===== config.mk =====
export PLATFORM = sky130hd
export DESIGN_NAME = keypad_scanner
export DESIGN_NICKNAME = d
export VERILOG_FILES = /design/src/rtl/keypad_scanner.sv
export SDC_FILE = /design/constraint.sdc
export NUM_CORES = 1
export LEC_CHECK = 0
export ABC_AREA = 1
export BUFFER_PORTS_ARGS = -buffer_cell sky130_fd_sc_hd__buf_2
export CAP_MARGIN = 10
export CELL_PAD_IN_SITES_DETAIL_PLACEMENT = 1
export CELL_PAD_IN_SITES_GLOBAL_PLACEMENT = 1
export CORE_AREA = 2 2 110 112
export DETAILED_ROUTE_END_ITERATION = 7
export DIE_AREA = 0 0 112 114
export GPL_TIMING_DRIVEN = 0
export PLACE_DENSITY = 0.71
export SKIP_CTS_REPAIR_TIMING = 1
export SLEW_MARGIN = 20
export SYNTH_ARGS = -nofsm -noshare
export SYNTH_HDL_FRONTEND = slang
export SYNTH_SLANG_ARGS = --single-unit

===== constraint.sdc =====
create_clock -name CLK -period 2.3 [get_ports CLK]
set_input_delay 0 -clock CLK [delete_from_list [all_inputs] [get_ports CLK]]
set_output_delay 0 -clock CLK [all_outputs]
set_load 0.005 [all_outputs]

===== src/rtl/keypad_scanner.sv =====
// keypad_scanner: 4x4 keypad column scan, debounce and key-press events.
// Ports: CLK, RST_N, ROW_IN[3:0] in; COL_OUT, KEY_CODE, KEY_VALID, KEY_DOWN, MULTI out.
module keypad_scanner #(
  parameter int SCAN_DIV       = 4,
  parameter int DEBOUNCE_SCANS = 2
) (
  input  logic       CLK,
  input  logic       RST_N,
  input  logic [3:0] ROW_IN,
  output logic [3:0] COL_OUT,
  output logic [3:0] KEY_CODE,
  output logic       KEY_VALID,
  output logic       KEY_DOWN,
  output logic       MULTI
);

  function automatic logic onehot16(input logic [15:0] v);
    return (v != 16'd0) && ((v & (v - 16'd1)) == 16'd0);
  endfunction

  logic [7:0]  div_q, div_d;
  logic [1:0]  col_q, col_d;
  logic [3:0]  sync1_q, sync2_q;
  logic [15:0] work_q, work_d;
  logic [15:0] prev_q, prev_d;
  logic [3:0]  stable_q, stable_d;
  logic [15:0] acc_q, acc_d;
  logic        evt_q, evt_d;
  logic [3:0]  code_q, code_d;
  logic        valid_q, down_q, multi_q;
  logic        last_dwell, scan_end;
  logic        acc_one;
  logic [3:0]  acc_idx;

  assign COL_OUT   = 4'b0001 << col_q;
  assign KEY_CODE  = code_q;
  assign KEY_VALID = valid_q;
  assign KEY_DOWN  = down_q;
  assign MULTI     = multi_q;

  assign last_dwell = (div_q == 8'(SCAN_DIV - 1));
  assign scan_end   = last_dwell && (col_q == 2'd3);
  assign acc_one    = onehot16(acc_q);

  always_comb begin
    acc_idx = 4'd0;
    for (int i = 0; i < 16; i++) begin
      if (acc_q[i]) acc_idx = 4'(i);
    end
  end

  always_comb begin
    div_d    = last_dwell ? 8'd0 : div_q + 8'd1;
    col_d    = last_dwell ? col_q + 2'd1 : col_q;
    work_d   = work_q;
    prev_d   = prev_q;
    stable_d = stable_q;
    acc_d    = acc_q;
    evt_d    = 1'b0;
    if (last_dwell) begin
      for (int r = 0; r < 4; r++) begin
        work_d[{2'(r), col_q}] = sync2_q[r];
      end
    end
    if (scan_end) begin
      if (work_d == prev_q) begin
        stable_d = (stable_q == 4'(DEBOUNCE_SCANS))
                 ? stable_q : stable_q + 4'd1;
      end else begin
        stable_d = 4'd1;
        prev_d   = work_d;
      end
      if (stable_d == 4'(DEBOUNCE_SCANS) && work_d != acc_q) begin
        acc_d = work_d;
        // events only on a clean idle-to-single-key transition
        evt_d = (acc_q == 16'd0) && onehot16(work_d);
      end
    end
  end

  assign code_d = acc_one ? acc_idx : code_q;

  always_ff @(posedge CLK or negedge RST_N) begin
    if (!RST_N) begin
      div_q    <= 8'd0;
      col_q    <= 2'd0;
      sync1_q  <= 4'd0;
      sync2_q  <= 4'd0;
      work_q   <= 16'd0;
      prev_q   <= 16'd0;
      stable_q <= 4'd0;
      acc_q    <= 16'd0;
      evt_q    <= 1'b0;
      code_q   <= 4'd0;
      valid_q  <= 1'b0;
      down_q   <= 1'b0;
      multi_q  <= 1'b0;
    end else begin
      div_q    <= div_d;
      col_q    <= col_d;
      sync1_q  <= ROW_IN;
      sync2_q  <= sync1_q;
      work_q   <= work_d;
      prev_q   <= prev_d;
      stable_q <= stable_d;
      acc_q    <= acc_d;
      evt_q    <= evt_d;
      code_q   <= code_d;
      valid_q  <= evt_q;
      down_q   <= acc_one;
      multi_q  <= (acc_q != 16'd0) && !acc_one;
    end
  end

endmodule


# After elaboration in Yosys (flattened, before gate mapping)
# Cells that the tools add are included.
word_totals:
  in_bits: 6
  latchBits: 0
  mem_bits_ro: 0
  memories: 0
  ramBits: 0
  reg_bits: 78
classes:
  eq_ne: 6
  bitwise: 3
  n_reduce_logical: 18
  shift: 1
  addsub: 5
  mux: 34
  n_div: 0
  magnitude_cmp: 8
  n_mul: 0
ops:
  columns: ["operator", "count"]
  rows:
  - ["4-bit 2-to-1 mux", 17]
  - ["16-bit bitwise mux", 4]
  - ["16-bit logical NOT", 3]
  - ["16-bit AND", 2]
  - ["16-bit nonzero test", 2]
  - ["16-bit by 1-bit subtractor with 16-bit output, second input constant", 2]
  - ["16-bit equality test", 1]
  - ["16-bit 2-to-1 mux", 1]
  - ["16-bit inequality test", 1]
  - ["1-bit logical AND", 10]
  - ["4-bit by 5-bit less-than comparator with 1-bit output, second input constant", 2]
  - ["8-bit by 1-bit adder with 8-bit output, second input constant", 1]
  - ["1-bit demux with 2-bit select", 4]
  - ["4-bit by 2-bit equality test with 1-bit output, second input constant", 2]
  - ["8-bit by 2-bit equality test with 1-bit output, second input constant", 1]
  - ["4-bit by 1-bit greater-or-equal comparator with 1-bit output, second input constant", 2]
  - ["8-bit 2-to-1 mux", 1]
  - ["1-bit 2-to-1 mux", 7]
  - ["2-bit by 5-bit less-than comparator with 1-bit output, second input constant", 1]
  - ["3-bit by 5-bit less-than comparator with 1-bit output, second input constant", 1]
  - ["4-bit by 1-bit adder with 4-bit output, second input constant", 1]
  - ["2-bit AND reduction", 2]
  - ["1-bit by 2-bit left shift with 4-bit output, first input constant", 1]
  - ["3-bit by 1-bit greater-or-equal comparator with 1-bit output, second input constant", 1]
  - ["5 further kinds", 5]

# Logic depth before layout (Yosys ltp)
# Gate-level depths: netlist of the first run.
logic_depth:
  depth_word: 16
  ltp_mapped: 19

# Worst setup path before layout of the first run
# OpenSTA, ideal clock, no wires.
synth_path:
  path_kind: "reg2reg"
  start: "register div_q[0]"
  end: "register acc_q[6]"
  path_buffers: 2
  path_slack_ns: -0.028
  t_arrival_ns: 2.210
  t_required_ns: 2.183
  stages_incl_launch_ff: 19
  path_cell_list: "dfrtp_1 > ha_1 > nand2_1 > nor2_2 > nand2_2 > buf_12 > nand2_1 > nand2_2 > nand2_1 > nand2_1 > nor2_1 > nand2_1 > nor2_2 > nand2_1 > nor2_4 > nand3_4 > buf_6 > nand2_1 > nand2_1"
synth_between:
  elab_chain_cells: 8
synth_rtl:
  columns: ["item", "line_no", "source"]
  rows:
  - ["start: declaration", "21", "logic [7:0] div_q, div_d;"]
  - ["start signal: assignment", "99", "div_q <= div_d;"]
  - ["8-bit by 2-bit equality test with 1-bit output (*)", "41", "assign last_dwell = (div_q == 8'(SCAN_DIV - 1));"]
  - ["16-bit 2-to-1 mux", "60", "if (last_dwell) begin"]
  - ["16-bit equality test", "66", "if (work_d == prev_q) begin"]
  - ["4-bit 2-to-1 mux", "66", null]
  - ["4-bit 2-to-1 mux", "65", "if (scan_end) begin"]
  - ["4-bit by 2-bit equality test with 1-bit output", "73", "if (stable_d == 4'(DEBOUNCE_SCANS) && work_d != acc_q) begin"]
  - ["1-bit logical AND", "73", null]
  - ["2-bit AND reduction (no line)", null, null]
  - ["end signal: assignment", "92", "acc_q <= 16'd0;"]
  - ["end signal: assignment", "106", "acc_q <= acc_d;"]
  - ["end: declaration", "27", "logic [15:0] acc_q, acc_d;"]
# Every way passes the cells marked *; elsewhere a longest branch is shown, timed or not. The select of a mux whose other input is x is not followed.
# A chain may end at the register's enable or synchronous reset.

# Worst setup path after layout of the first run
layout_path:
  start: "register col_q[0]"
  end: "register acc_q[14]"
layout_between:
  elab_chain_cells: 15
layout_rtl:
  columns: ["item", "line_no", "source"]
  rows:
  - ["start: declaration", "22", "logic [1:0] col_q, col_d;"]
  - ["start signal: assignment", "100", "col_q <= col_d;"]
  - ["2-bit by 5-bit less-than comparator with 1-bit output (not written as such) / 2-bit by 1-bit greater-or-equal comparator with 1-bit output (equally long branches)", "62", "work_d[{2'(r), col_q}] = sync2_q[r];"]
  - ["1-bit logical AND (not written as such)", "62", null]
  - ["1-bit 2-to-1 mux (not written as such)", "62", null]
  - ["1-bit demux with 2-bit select", "62", null]
  - ["16-bit bitwise mux (4 in series)", "62", null]
  - ["16-bit 2-to-1 mux", "60", null]
  - ["16-bit equality test", "66", null]
  - ["4-bit 2-to-1 mux", "66", null]
  - ["4-bit 2-to-1 mux", "65", null]
  - ["4-bit by 2-bit equality test with 1-bit output", "73", null]
  - ["1-bit logical AND", "73", null]
  - ["2-bit AND reduction (no line)", null, null]
# Several ways; a longest one is shown, not always the timed one. The select of a mux whose other input is x is not followed.

==> run metrics, run 1 <==
outcome complete, but fails checks; failing checks negative setup slack; Worst-Skew Late Latency 350 ps; dominant cell type by area after synthesis dfrtp_1; Startpoint Class register; antenna violations before repair 0; register area 1960 um^2; Final Util 54.2%; chip width 112 um; Initial Util 40.0%; Slew @ Worst Pin 454 ps; Arr. time, crit path 2890 ps; post-synthesis sequential area ratio 41.7%; number of global-route vias before repair 4408; Worst EP required 2540 ps; # rows 40; Seq cells post-synth 78; Pwr per Cell Area 508 nW/um^2; first-pass GRT wire length 23400 um; Post-DP Area 4980 um^2; leak pwr 3.24 nW; total number of vias 4594; share of the synthesized area in the top cell type 41.7%; Pre-antenna DRT Iters 4; CTS clk-pin slew, worst paths 60 ps; Max Fclk 0.378 GHz; busiest layer in global routing met2; Fill cells 1419; clk buf depth 2; pin count of the biggest net entering global routing 48; grt ovf 0; Port Buf Inserts 16; Syn Area/Cell 7.19 um^2; Antenna Cells 0; met2 usage 38.5%; Design Power 3.23 mW; total track usage 23.7%; drt wl/cell 18.8 um; Final Hold Vio Count 0; Yosys cell types 29; Min-Delay Path Class in2async; Setup Viol. Count Final 35; RD Place Congestion 0.870; area grow syn2layout 35.7%; Syn. warnings 0; RSZ-0062 raised after global routing yes; Synth Cell Area 4680 um^2; Critical Path Fanout Max 5; Worst slew margin 69.7%; Peak supply drop 0.567 mV; Finished Cell Area 6350 um^2; Sink Count 78; core footprint 11700 um^2; final max-slew violation count 0; Mapped Nets 664; Tcrit/Tclk final 115%; share of layout cells above drive strength 1 29.4%; Worst Setup End Kind register; Multi-input gate area 2790 um^2; synthesized instance count 651; Die Span Y 114 um; Die ar. 12800 um^2; Post-route DRC 0; drt total wl 16500 um; setup ws final -347 ps; H-tree depth 3; Setup Crit Path Kind reg2reg; num ports 17; nets 743; R2R Setup Slk -350 ps; Tmin final 2650 ps; Area contributors post-synth dfrtp_1 (42%), nand2_1 (18%), inv_1 (6.7%), nand3_1 (5.2%), o21ai_0 (5.0%); Routed Antenna Nets 0; CTS tree done; DR vias/cell 5.21; met1 usage in global routing 31.7%; max-cap violations 0; clock root buffer clkbuf_16; Post-DP HPWL 10500 um; met3 usage 5.37%; Detailed Route Iter0 Violations 213; clk_skew 8.53 ps; CTS Buf Count 9
==> per-layer routing <==
layer	part of all wire (%)	vias up
met3	5.9	23
met1	44	2250
met5	0	-
li1	-	2227
met4	2.5	0
met2	48	94
==> cell families after synthesis <==
logic type                 after synthesis  share of synthesized area, %
AOI/OAI and AO/OA                       66                          7.27
xor gates and xnor gates                 6                          1.12
adders and majority gates                7                          1.87
buffers and inverters                   97                          9.44
DFF                                     78                          41.7
and+or+nand+nor                        397                          38.6
==> registers in the layout (all words and copies together), names as in the netlist, 2 cells and up <==
| signal | flops |
|---|---|
| acc_q | 16 |
| prev_q | 16 |
| work_q | 16 |
| div_q | 8 |
| KEY_CODE | 4 |
| stable_q | 4 |
| sync1_q | 4 |
| sync2_q | 4 |
| col_q | 2 |
==> critical path, stage by stage (launching register included) <==
cell,delay [ps]
dfrtp_2,450
buf_6,140
inv_4,70
ha_4,180
buf_6,150
nand2_1,70
o21ai_2,90
nand2_4,80
nand3b_1,90
nand2_1,70
nor2_2,140
nand2_2,110
nor2_4,130
nand3_2,110
nor2_4,200
nand3_4,150
clkbuf_16,190
nand2_1,50
nand2_1,50
==> cell usage after synthesis <==
| cell | instances |
|---|---|
| nor2_2 | 5 |
| a21boi_0 | 1 |
| buf_12 | 1 |
| buf_8 | 1 |
| inv_1 | 83 |
| clkbuf_1 | 1 |
| xor2_1 | 6 |
| o31ai_1 | 2 |
| nand3_1 | 49 |
| o22ai_1 | 2 |
| or2_2 | 1 |
| nand2_2 | 14 |
| nor2_4 | 3 |
| o21ai_0 | 47 |
| nand3_4 | 1 |
| buf_2 | 2 |
| and3_1 | 2 |
| nand2_4 | 11 |
| buf_6 | 5 |
| ha_1 | 7 |
| nand4_1 | 21 |
| nand3b_1 | 4 |
| nand2_1 | 222 |
| nor2_1 | 54 |
| clkbuf_8 | 1 |
| dfrtp_1 | 78 |
| a21oi_1 | 14 |
| nor3_1 | 10 |
| inv_2 | 3 |
==> worst paths after layout <==
check / startpoint / cells after the start / endpoint
setup reg to reg: col_q[0] / 18 / acc_q[14]
hold / removal: RST_N / 2 / div_q[4]
min in group CLK: ROW_IN[3] / 2 / sync1_q[3]
setup / recovery: col_q[0] / 18 / acc_q[14]
hold reg to reg: evt_q / 0 / KEY_VALID
max in group asynchronous: RST_N / 3 / acc_q[6]
==> metrics by stage <==
stage                     std cells  setup slack (ps)  setup TNS (ps)  hold WS (ps)
after floorplan                 651             0.331               0          -296
final                           881              -347           -8750           143
after global placement          814              -759          -22660           111
after global routing            881              -489          -14250           170
after detailed placement        815              -797          -25100         -24.6
after CTS                       830              -824          -26100          -395
==> where the power goes <==
part,internal (mW),total [mW],leakage [nW],switching (mW)
sequential,1.41,1.44,0.980,0.0293
clock,0.938,1.51,0.152,0.567
combinational,0.0977,0.285,2.11,0.188
total,2.44,3.23,3.24,0.784
==> layout by cell type (no fill, tap or decap), drive strengths merged <==
| cell | n |
|---|---|
| inv | 86 |
| nand3b | 4 |
| nand2 | 247 |
| o31ai | 2 |
| nor2 | 62 |
| xor2 | 6 |
| clkbuf | 15 |
| clkinv | 3 |
| and3 | 2 |
| nand3 | 50 |
| or2 | 1 |
| dlygate4sd3 | 5 |
| o21ai | 47 |
| a21boi | 1 |
| ha | 7 |
| nand4 | 21 |
| o22ai | 2 |
| nor3 | 10 |
| a21oi | 14 |
| bufinv | 2 |
| buf | 69 |
| dfrtp | 78 |
==> area by class of cell <==
class,count,area share (%)
clock inverter,5,1.18
buffer,11,2.44
multi-input combinational,476,43.9
timing repair buffer,68,10.0
sequential,78,30.8
clock buffer,10,3.60
tap,147,2.90
inverter,86,5.16
Power figures use the tool's default switching activity.
==> inputs of run 2 (changes only) <==
--- a/config.mk
+++ b/config.mk
@@ -15,7 +15,6 @@
 export DIE_AREA = 0 0 112 114
 export GPL_TIMING_DRIVEN = 0
 export PLACE_DENSITY = 0.71
-export SKIP_CTS_REPAIR_TIMING = 1
 export SLEW_MARGIN = 20
 export SYNTH_ARGS = -nofsm -noshare
 export SYNTH_HDL_FRONTEND = slang
==> run 2 against run 1 <==
Compared with the run above: the flow still finishes with violations (negative setup slack); via count rose by 2.4%; final cell count rose by 1.2%; sequential share of layout area fell by 0.85 points; clock-buffer cell count did not move; register-to-register slack improved by 90 ps; non-clock buffer count rose by 11; combinational power rose by 5%; sequential cell count did not move; cell area rose by 2.9%; utilization rose by 1.6 points; critical path type unchanged; critical endpoint unchanged.
==> run metrics, run 2 (same netlist as run 1, synthesis figures left out) <==
outcome complete, but fails checks; failing checks negative setup slack; worst r2r src div_q[1]; Startpoint Class register; Antenna Cells 0; drt wl/cell 18.7 um; Slew @ Worst Pin 552 ps; Tmin final 2560 ps; clock root buffer clkbuf_16; R2R Setup Slk -260 ps; Crit. Startpoint div_q[1]; Post-DP HPWL 10500 um; Routed Antenna Nets 0; nets 754; r2r worst-path depth 17; part of the power in registers 44.3%; most frequent cells in the layout nand2_1 (179), inv_1 (76), dfrtp_1 (72), buf_4 (43), nand3_1 (41); Crit path depth 17; Tcrit/Tclk final 111%; H-tree depth 3; leak pwr 3.30 nW; RR Endpoint acc_q[14]; Peak supply drop 0.446 mV; clk buf depth 2; antenna violations before repair 0; Worst Setup End Kind register; Design Power 3.25 mW; Setup Crit Path Kind reg2reg; largest delay contributor family on the critical path simple AND/OR/NAND/NOR gates; Sw Pwr 0.796 mW; met3 usage 5.42%; Worst EP required 2590 ps; number of global-route vias before repair 4790; num ports 17; Setup Viol. Count Final 35; Worst slew margin 62.8%; Sw Ratio 24.5%; Min-Delay Path Class in2async; Pre-antenna DRT Iters 5; Buf/Inv on CP 4; Die ar. 12800 um^2; pin count of the biggest net entering global routing 48; Fin Hold WS 140 ps; total track usage 26.1%; setup ws final -258 ps; critical-path cell list ha_4 > nand2_4 > nor2_4 > buf_12 > buf_16 > nand2_8 > nand3_2 > nand2_2 > nor2_4 > nand2_2 > nor2_4 > nand3_2 > nor2_4 > buf_6 > clkbuf_16 > nand4_1 > nand2_1; CTS clk-pin slew, worst paths 60 ps; top flop regs acc_q x16, prev_q x16, work_q x16; RD Place Congestion 0.870; Post-DP Area 4980 um^2; Worst-Skew Late Latency 350 ps; crit-path max cell delay 390 ps; Place WS -797 ps; Internal Power 2.45 mW; max-cap violations 0; met1 usage in global routing 34.2%; RSZ-0062 raised after global routing yes; CTS tree done; share of layout cells above drive strength 1 31.1%; area grow syn2layout 39.7%; Critical Path Fanout Max 5; clk_skew 7.36 ps; chip width 112 um; grt ovf 0; most used cell, CP nor2_4; final max-slew violation count 0; CTS Buf Count 9; drt total wl 16700 um; first-pass GRT wire length 25600 um; Initial Util 40.0%; busiest layer in global routing met2; core footprint 11700 um^2; Post-route DRC 0; Comb power frac 9.2%; Pwr per Cell Area 497 nW/um^2; Detailed Route Iter0 Violations 314; Arr. time, crit path 2850 ps; Finished Cell Area 6540 um^2; Max Fclk 0.391 GHz; crit path max-delay cell type dfrtp_1; # rows 40; met2 usage 43.4%; total number of vias 4705; commonest non-fill, non-tap cell in the layout nand2_1; Port Buf Inserts 16; Clock power frac 46.5%; DR vias/cell 5.27; Die Span Y 114 um; Final Hold Vio Count 0; Sink Count 78
## run 2: per-layer routing
metal  part of all wire [%]  wire (um)  vias to the layer above
met2                     49       8130                       76
li1                       -          -                     2255
met4                    1.9        316                        0
met1                     46       7600                     2352
met3                    3.8        633                       22
met5                      0          0                        -
## run 2: cell type report
class | count | area, um^2
Sequential cell | 78 | 1960
Buffer | 10 | 161
Fill cell | 1423 | 5170
Timing Repair Buffer | 80 | 764
Multi-Input combinational cell | 476 | 2830
Clock buffer | 10 | 229
Clock inverter | 5 | 75.1
Inverter | 86 | 333
Tap cell | 147 | 184
## run 2: power groups by stage
| stage | Combinational [mW] | Sequential, mW | Clock [mW] |
|---|---|---|---|
| after floorplan | 0.136 | 1.45 | 0 |
| after CTS | 0.276 | 1.44 | 1.54 |
| final | 0.299 | 1.44 | 1.51 |
| after global placement | 0.206 | 1.46 | 0 |
| after detailed placement | 0.220 | 1.46 | 0 |
| after global routing | 0.334 | 1.44 | 1.59 |
## run 2: worst max-delay path by stage
stage | to | slack, ps
2_1_floorplan | acc_q[6] | 0.3
3_3_place_gp | prev_q[13] | -760
3_5_place_dp | prev_q[5] | -800
4_1_cts | acc_q[6] | -180
5_1_grt | acc_q[9] | -430
6_report | acc_q[14] | -260
## run 2: worst reg2reg max path, cell delays in order, from the launching register on
cell       delay [ps]
dfrtp_1           390
ha_4              200
nand2_4            70
nor2_4            230
buf_12            150
buf_16            130
nand2_8            60
nand3_2            80
nand2_2            70
nor2_4            150
nand2_2            90
nor2_4            150
nand3_2           120
nor2_4            160
buf_6             160
clkbuf_16         150
nand4_1            80
nand2_1            70
## run 2: what timing repair did
action                                  in CTS  in global routing
hold buffers                                 5                  0
resized for setup                          103                 92
hold endpoints to repair                    45                  0
endpoints found under the setup margin      41                 41
cloned                                       3                  2
pin swaps                                   12                 29
buffers inserted                            36                 17
## run 2: through the flow
step                      TNS [ps]  util [%]  cells
after floorplan                  0         -    651
after global placement      -22660      42.3    814
after detailed placement    -25100      42.5    815
after CTS                    -3940      52.1    874
after global routing        -11030      55.8    892
final                        -4770      55.8    892
==> inputs of run 3 (changes only) <==
--- a/config.mk
+++ b/config.mk
@@ -10,9 +10,9 @@
 export CAP_MARGIN = 10
 export CELL_PAD_IN_SITES_DETAIL_PLACEMENT = 1
 export CELL_PAD_IN_SITES_GLOBAL_PLACEMENT = 1
-export CORE_AREA = 2 2 110 112
+export CORE_AREA = 2 2 123 101
 export DETAILED_ROUTE_END_ITERATION = 7
-export DIE_AREA = 0 0 112 114
+export DIE_AREA = 0 0 125 103
 export GPL_TIMING_DRIVEN = 0
 export PLACE_DENSITY = 0.71
 export SLEW_MARGIN = 20
==> run 3 against run 2 <==
Compared with the run above: the run still ends with negative setup slack left; wire length rose by 0.76%; worst hold slack improved by 110 ps; power is 6.4% lower; clock power shrank 15%; final cell count down 0.34%.
==> run metrics, run 3 (same netlist as run 1, synthesis figures left out) <==
commonest non-fill, non-tap cell in the layout nand2_1; max-cap violations 0; Sink Count 78; Routed Antenna Nets 0; Initial Util 39.7%; Sw Pwr 0.780 mW; Startpoint Class register; Post-DP Area 4980 um^2; top flop regs acc_q x16, prev_q x16, work_q x16; core footprint 11800 um^2; chip width 125 um; pin count of the biggest net entering global routing 50; Peak supply drop 0.381 mV; RD Place Congestion 0.845; most frequent cells in the layout nand2_1 (169), inv_1 (77), dfrtp_1 (70), nand3_1 (47), nand2_2 (45); Die ar. 12900 um^2; first-pass GRT wire length 24900 um; Post-DP HPWL 10600 um; DR vias/cell 5.32; Worst slew margin 55.4%; Port Buf Inserts 16; CTS tree done; CTS Buf Count 9; Finished Cell Area 6430 um^2; drt total wl 16800 um; final max-slew violation count 0; Max Fclk 0.381 GHz; total number of vias 4731; Comb power frac 10.1%; Clock power frac 42.5%; Slew @ Worst Pin 669 ps; area grow syn2layout 37.4%; Min-Delay Path Class in2async; outcome complete, but fails checks; Pre-antenna DRT Iters 4; clock root buffer clkbuf_16; clk buf depth 2; antenna violations before repair 1; H-tree depth 3; Antenna Cells 0; Worst EP required 2520 ps; Non-Filler Instances 889; Worst Setup End Kind register; Post-route DRC 0; Detailed Route Iter0 Violations 285; num ports 17; Setup Crit Path Kind reg2reg; clk_skew 7.02 ps; Critical Path Fanout Max 6; share of layout cells above drive strength 1 31.1%; Fill cells 1428; CTS clk-pin slew, worst paths 60 ps; # rows 36; Worst-Skew Late Latency 330 ps; Final Util 54.5%; cell total after placement 820; Arr. time, crit path 2850 ps; leak pwr 3.22 nW; nets 747; RSZ-0062 raised after global routing yes; drt wl/cell 18.9 um; Tmin final 2630 ps; grt ovf 0; r2r worst-path depth 16; Final Hold Vio Count 0; total track usage 24.9%; Sw Ratio 25.6%; Tcrit/Tclk final 114%; failing checks negative setup slack; part of the power in registers 47.3%; Internal Power 2.26 mW; number of global-route vias before repair 4842; Setup Viol. Count Final 35; setup ws final -326 ps; Pwr per Cell Area 473 nW/um^2; Die Span Y 103 um
-- run 3: changes by cell type in the layout (fill, tap and decap cells not counted), sizes merged --
| cell | change |
|---|---|
| buf | -9 |
| clkbuf | +4 |
| bufinv | -2 |
| clkinv | -1 |
-- run 3: timing repair --
action / 4_1_cts / 5_1_grt
pin swaps: 16 / 35
hold buffers: 5 / 0
endpoints found under the hold margin: 52 / 0
cloned: 5 / 1
gates resized for setup: 87 / 110
endpoints found under the setup margin: 41 / 42
buffers inserted: 18 / 26
-- run 3: final cells by class --
class,instances,area [um^2],area share (%)
Clock inverter,2,10.0,0.156
Inverter,86,328,5.10
Timing Repair Buffer,72,633,9.85
Sequential cell,78,1960,30.5
Multi-Input combinational cell,476,2880,44.9
Buffer,11,176,2.74
Tap cell,152,190,2.96
Clock buffer,12,246,3.83
-- run 3: stage by stage --
stage / hold slack (ps) / TNS, ps / total power, mW / setup WS [ps]
floorplan: -296 / 0 / 1.59 / 0.331
global placement: 108 / -19470 / 1.66 / -645
detailed placement: 86.9 / -22040 / 1.68 / -709
CTS: 284 / -5490 / 3.00 / -264
global route: 320 / -12920 / 3.15 / -462
finish: 250 / -8050 / 3.04 / -326
-- run 3: worst max-delay path, cell delays in order, from the launching register on --
cell	delay, ps
dfrtp_2	440
inv_2	90
ha_4	210
buf_6	140
o21ai_0	240
nand2_2	130
nand3b_1	110
nand2_1	90
nor2_4	110
nand2_4	80
nor2_4	150
nand3_2	120
nor2_4	170
nand3_4	150
buf_6	180
nand2_1	60
nand2_1	50
-- run 3: final timing paths --
path | startpoint | to | slack, ps
min reg2reg | sync1_q[2] | sync2_q[2] | 350
max | col_q[0] | acc_q[6] | -330
max in group asynchronous | RST_N | acc_q[4] | 1410
min in group CLK | ROW_IN[0] | sync1_q[0] | 310
max reg2reg | col_q[0] | acc_q[6] | -330
min | RST_N | work_q[10] | 250
-- run 3: power by group through the flow --
stage	Sequential [mW]	Combinational (mW)	Clock [mW]
2_1_floorplan	1.45	0.136	0
3_3_place_gp	1.46	0.206	0
3_5_place_dp	1.46	0.219	0
4_1_cts	1.43	0.250	1.31
5_1_grt	1.44	0.341	1.36
6_report	1.44	0.307	1.29
-- run 3: layer usage --
| layer | vias up | part of all wire (%) | GRT usage [%] |
|---|---|---|---|
| met5 | - | 0.077 | 0 |
| met4 | 2 | 1.6 | 7.78 |
| met3 | 25 | 4.9 | 3.58 |
| met2 | 104 | 50 | 43.4 |
| met1 | 2369 | 43 | 32.5 |
| li1 | 2231 | - | - |
